## config.mk

```make
export PLATFORM = sky130hd
export DESIGN_NAME = display_scroll_ctrl
export DESIGN_NICKNAME = d
export VERILOG_FILES = /design/src/rtl/display_scroll_ctrl_pkg.sv /design/src/rtl/display_scroll_ctrl_step_counter.sv /design/src/rtl/display_scroll_ctrl.sv
export SDC_FILE = /design/constraint.sdc
export NUM_CORES = 1
export LEC_CHECK = 0
export ABC_AREA = 1
export CORE_MARGIN = 3
export CORE_UTILIZATION = 44
export CTS_CLUSTER_SIZE = 14
export DETAILED_ROUTE_END_ITERATION = 8
export PLACE_DENSITY_LB_ADDON = 0.15
export SLEW_MARGIN = 0
export SYNTH_ARGS = -nofsm -noshare
export SYNTH_HDL_FRONTEND = slang
export SYNTH_HIERARCHICAL = 1
export SYNTH_SLANG_ARGS = --single-unit
```

## constraint.sdc

```tcl
create_clock -name i_clk -period 5.6 [get_ports i_clk]
set_clock_uncertainty 0.2 [all_clocks]
set_input_delay 0.84 -clock i_clk [delete_from_list [all_inputs] [get_ports i_clk]]
set_output_delay 0.84 -clock i_clk [all_outputs]
set_load 0.01 [all_outputs]
```

## src/rtl/display_scroll_ctrl_pkg.sv

```systemverilog
// Shared board geometry, digit/row types and scroll FSM encoding for the
// display scroll controller.
package display_pkg;

    localparam int           ROW_PITCH      = 150;
    localparam int           DIGITS_PER_ROW = 6;
    localparam int           NUM_ROWS       = 4;
    localparam logic [3:0]   BLANK_DIGIT    = 4'hF;

    typedef logic [3:0]                    digit_t;
    typedef logic [DIGITS_PER_ROW*4-1:0]   row_t;

    typedef enum logic [1:0] {
        IDLE   = 2'd0,
        SCROLL = 2'd1,
        SHIFT  = 2'd2
    } scroll_state_t;

    function automatic row_t blank_row(input digit_t d);
        return {DIGITS_PER_ROW{d}};
    endfunction

endpackage

```

## src/rtl/display_scroll_ctrl_step_counter.sv

```systemverilog
// Saturating displacement counter: advances by STEP on each step pulse while
// enabled, clamps at MAX_VAL, and returns to zero on clear.
module scroll_step_counter
    import display_pkg::*;
#(
    parameter int MAX_VAL = 150,
    parameter int STEP    = 10
) (
    input  logic        i_clk,
    input  logic        i_clear,
    input  logic        i_enable,
    input  logic        i_step,
    output logic [10:0] o_value,
    output logic        o_at_max
);

    logic [11:0] sum;

    // 12-bit sum so the clamp compare never sees a wrapped value
    assign sum      = {1'b0, o_value} + 12'(STEP);
    assign o_at_max = (o_value == 11'(MAX_VAL));

    always_ff @(posedge i_clk) begin
        if (i_clear) begin
            o_value <= '0;
        end else if (i_enable && i_step) begin
            if (sum > 12'(MAX_VAL))
                o_value <= 11'(MAX_VAL);
            else
                o_value <= sum[10:0];
        end
    end

endmodule

```

## src/rtl/display_scroll_ctrl.sv

```systemverilog
// Board image owner: accepts committed rows, scrolls them up one row pitch
// frame by frame, then shifts the board contents up by one row.
module display_scroll_ctrl #(
    parameter int         ROW_PITCH   = 150,
    parameter int         STEP        = 10,
    parameter logic [3:0] BLANK_DIGIT = 4'hF
) (
    input  logic        i_clk,
    input  logic        i_rst,
    input  logic        i_frame_start,
    input  logic        i_commit_valid,
    output logic        o_commit_ready,
    input  logic [23:0] i_commit_digits,
    input  logic        i_commit_correct,
    input  logic [23:0] i_preview_digits,
    input  logic        i_clear,
    output logic [95:0] o_digit_showed,
    output logic [1:0]  o_correctness,
    output logic [10:0] o_displacement,
    output logic        o_busy
);

    display_pkg::scroll_state_t state;
    display_pkg::row_t          board [display_pkg::NUM_ROWS];

    logic clear_pend;
    logic idle;
    logic do_clear;
    logic accept;
    logic at_max;

    assign idle           = (state == display_pkg::IDLE);
    assign do_clear       = idle & (i_clear | clear_pend);
    // A clear (fresh or deferred) owns the IDLE cycle, so no commit then
    assign o_commit_ready = idle & ~i_clear & ~clear_pend;
    assign accept         = i_commit_valid & o_commit_ready;

    assign o_digit_showed = {board[0], board[1], board[2], board[3]};

    // Counter sits at zero outside SCROLL, so the SHIFT edge zeroes it
    // together with the row move.
    scroll_step_counter #(
        .MAX_VAL (ROW_PITCH),
        .STEP    (STEP)
    ) u_step (
        .i_clk    (i_clk),
        .i_clear  (i_rst | (state != display_pkg::SCROLL)),
        .i_enable (state == display_pkg::SCROLL),
        .i_step   (i_frame_start),
        .o_value  (o_displacement),
        .o_at_max (at_max)
    );

    always_ff @(posedge i_clk) begin
        if (i_rst) begin
            for (int r = 0; r < display_pkg::NUM_ROWS; r++)
                board[r] <= display_pkg::blank_row(BLANK_DIGIT);
            o_correctness <= 2'b00;
            o_busy        <= 1'b0;
            clear_pend    <= 1'b0;
            state         <= display_pkg::IDLE;
        end else begin
            case (state)
                display_pkg::IDLE: begin
                    if (do_clear) begin
                        for (int r = 0; r < display_pkg::NUM_ROWS; r++)
                            board[r] <= display_pkg::blank_row(BLANK_DIGIT);
                        o_correctness <= 2'b00;
                        clear_pend    <= 1'b0;
                    end else if (accept) begin
                        board[1]         <= i_commit_digits;
                        o_correctness[1] <= i_commit_correct;
                        o_busy           <= 1'b1;
                        state            <= display_pkg::SCROLL;
                    end
                end
                display_pkg::SCROLL: begin
                    clear_pend <= clear_pend | i_clear;
                    if (i_frame_start && at_max)
                        state <= display_pkg::SHIFT;
                end
                display_pkg::SHIFT: begin
                    board[0]      <= board[1];
                    board[1]      <= board[2];
                    board[2]      <= board[3];
                    board[3]      <= i_preview_digits;
                    o_correctness <= {1'b0, o_correctness[1]};
                    clear_pend    <= clear_pend | i_clear;
                    o_busy        <= 1'b0;
                    state         <= display_pkg::IDLE;
                end
                default: begin
                    o_busy <= 1'b0;
                    state  <= display_pkg::IDLE;
                end
            endcase
        end
    end

endmodule

```

==> results.py <==
metrics = {
    "hold_path": {
        "min_path_cells": 2,
        "min_delay_worst_endpoint": "o_correctness[0]",
        "min-delay-path-class": "flip-flop to flip-flop",
        "hp-start": "o_correctness[0]",
    },
    "route": {
        "routed_wl_um": 11200,
        "detail_route.wl_per_cell_um": 14.9,
        "drtIter0Drc": 191,
        "drt_first_pass_iters": 5,
        "via_count": 3640,
        "routed_via_density": 4.83,
        "drc_errors": 0,
        "antenna_left": 0,
    },
    "global_route": {
        "overflow": 0,
        "grt_pass1_vias": 3416,
        "antenna_found_initial": 0,
        "grt_max_degree": 97,
        "grt_usage_pct": 18.6,
        "grt_first_pass_wirelength_um": 17100,
    },
    "clock_tree": {
        "clockBufferDepth": 2,
        "cts-resized-gates": 0,
        "cts_sinks": 112,
        "cts_tree": "done",
        "cts_buffers": 9,
        "cts.hold.buffers_added": 0,
        "path_clk_slew_ns": 0.10,
        "cts_setup_buffers": 0,
        "clkLatencyLatePin_ns": 0.35,
        "clockRootBuffer": "clkbuf_8",
        "htreeDepth": 3,
    },
    "yosys": {
        "ys_seq_area_share_pct": 63.2,
        "ys_warn_count": 6,
        "synth.cell_area_um2": 4690,
        "syn-instance-count": 458,
        "ys_types": 28,
        "ys_seq_elements": 112,
        "synth_nets": 517,
        "avgSynthCellArea_um2": 10.2,
    },
    "timing": {
        "max_freq_ghz": 0.288,
        "setup_viol": 0,
        "worstMarginPinSlew_ns": 1.04,
        "hold_violations": 0,
        "fin_ws_ns": 2.13,
        "relSlewSlack_pct": 30.2,
        "period_needed_ns": 3.47,
        "fin_crit_sh_pct": 62.0,
        "fin_hold_ws_ns": 0.274,
        "rsz0062_at_grt": "false",
        "final_max_slew_viol_count": 0,
        "tns_ns": 0,
    },
    "power_and_ir_drop": {
        "comb_power_share_pct": 26.4,
        "p_sw_mw": 0.625,
        "power_frac_seq_pct": 51.6,
        "power_density_nw_per_um2": 303,
        "clock_power_share_pct": 22.1,
        "p_leak_nw": 2.17,
        "peakVddDrop_mv": 0.148,
        "p_sw_share_pct": 31.4,
        "intPower_mw": 1.36,
    },
    "die": {
        "start_util_pct": 45.4,
        "placementRows": 37,
        "die_y_um": 109,
        "die-width_um": 109,
        "dieArea_um2": 11900,
        "ios": 165,
        "core_um2": 10300,
    },
    "critical_path": {
        "crit_arrival_ns": 3.08,
        "worstPathMaxFanout": 25,
        "cp-start-kind": "input port",
        "timing.rr.end": "board[1][22]",
        "cp.required_ns": 5.21,
        "r2r-start": "state[0]",
        "critPathCaptureType": "flip-flop",
        "reg2reg_slack_ns": 2.35,
        "reg2reg_depth": 8,
        "crit_type": "input port to flip-flop",
    },
    "placed_design": {
        "dp_slack_ns": 1.71,
        "portBuffers": 163,
        "post-dp-hpwl_um": 8400,
        "place_congestion": 0.838,
    },
    "layout": {
        "nets": 671,
        "layout-area-overhead-vs-synth_pct": 39.9,
        "diodes": 0,
        "drive_gt1_share_pct": 13.3,
    },
    "outcome": {
        "outcome": "finished clean",
    },
    "job": {
        "cap_violations": 0,
    },
}
registers in the layout, indices dropped and copies added (netlist names):
register / flops
o_correctness: 2
u_step/o_value: 10
o_busy: 1
state: 2
board: 96
clear_pend: 1
worst max path at each step:
stage / startpoint / slack [ns] / to / cells past startpoint
2_1_floorplan: i_rst / 3.03 / board[1][0] / 6
3_3_place_gp: i_rst / 1.75 / board[1][8] / 6
3_5_place_dp: i_rst / 1.71 / board[1][6] / 6
4_1_cts: i_rst / 2.09 / board[1][19] / 6
5_1_grt: i_clear / 1.82 / board[1][19] / 7
6_report: i_rst / 2.13 / board[1][22] / 6
critical path, cell delays in order:
cell and delay [ns]:
clkdlybuf4s50_1 0.53, inv_2 0.14, nand2_1 0.61, nand2_1 0.10
inv_1 0.12, nand3_1 0.72
cell usage after synthesis (all sizes together):
master	count	area [um2]
edfxtp	72	2160
nand4	4	25.0
o21bai	1	7.51
nand2	121	472
buf	14	90.1
a21oi	10	50.1
nor3	5	25.0
o22ai	24	150
ha	5	62.6
dfxtp	40	801
clkinv	1	5.00
clkbuf	7	27.5
or2	49	307
nor2	23	111
inv	30	113
nand3	20	123
o21ai	31	155
conb	1	3.75
final cells by class:
class                   count  area, um2
well taps                 136        170
clock inverters             6       52.6
clock buffers              10        128
flip-flops and latches    112       2960
repair buffers            164       1640
fillers                   855       3760
multi-input cells         294       1490
inverters                  31        118
power by group through the flow:
stage                     combinational, mW  sequential (mW)  clock (mW)
after floorplan                       0.295             1.06           0
after global placement                0.511             1.04           0
after detailed placement              0.526             1.04           0
after CTS                             0.527             1.03       0.449
after global routing                  0.582             1.03       0.484
final                                 0.525             1.03       0.439
cell usage in the layout (no fill, tap or decap), types with 4 or more instances in the layout:
cell and instances:
dfxtp_1 40, nand4_1 4, o22ai_1 24, edfxtp_1 72, ha_1 5, clkdlybuf4s50_1 163
nand2_1 114, o21ai_0 27, nor3_1 5, o21ai_1 4, nor2_1 19, nand3_1 17
inv_1 28, clkbuf_8 9, nand2_2 7, or2_2 49, a21oi_1 10
stage by stage:
stage                     power, mW  utilization [%]  instance area (um2)  cells
after CTS                      2.00             63.6                 6560    753
after floorplan                1.35                -                 4690    458
after detailed placement       1.57             61.8                 6380    737
after global routing           2.10             63.6                 6560    753
final                          1.99             63.6                 6560    753
after global placement         1.55             61.8                 6380    737
layer usage:
metal	part of all wire, %	track usage (%)	routed length [um]	vias up
met5	0	0	0	-
met4	1.2	5.79	138	0
met3	6.9	4.26	776	11
met2	46	28.6	5140	137
met1	46	26.3	5140	1647
li1	-	-	-	1845
cells by family (layout without fill, tap and decap cells):
| group | after synthesis | count (layout) | synth area share (%) |
|---|---|---|---|
| other | 1 | 1 | 0.0800 |
| AND/OR/NAND/NOR | 222 | 222 | 22.7 |
| AO/OA/AOI/OAI | 66 | 66 | 7.74 |
| flip-flops | 112 | 112 | 63.2 |
| adder cells (fa/ha/maj) | 5 | 5 | 1.33 |
| buffers and inverters | 52 | 211 | 5.02 |
Power figures use the tool's default switching activity.
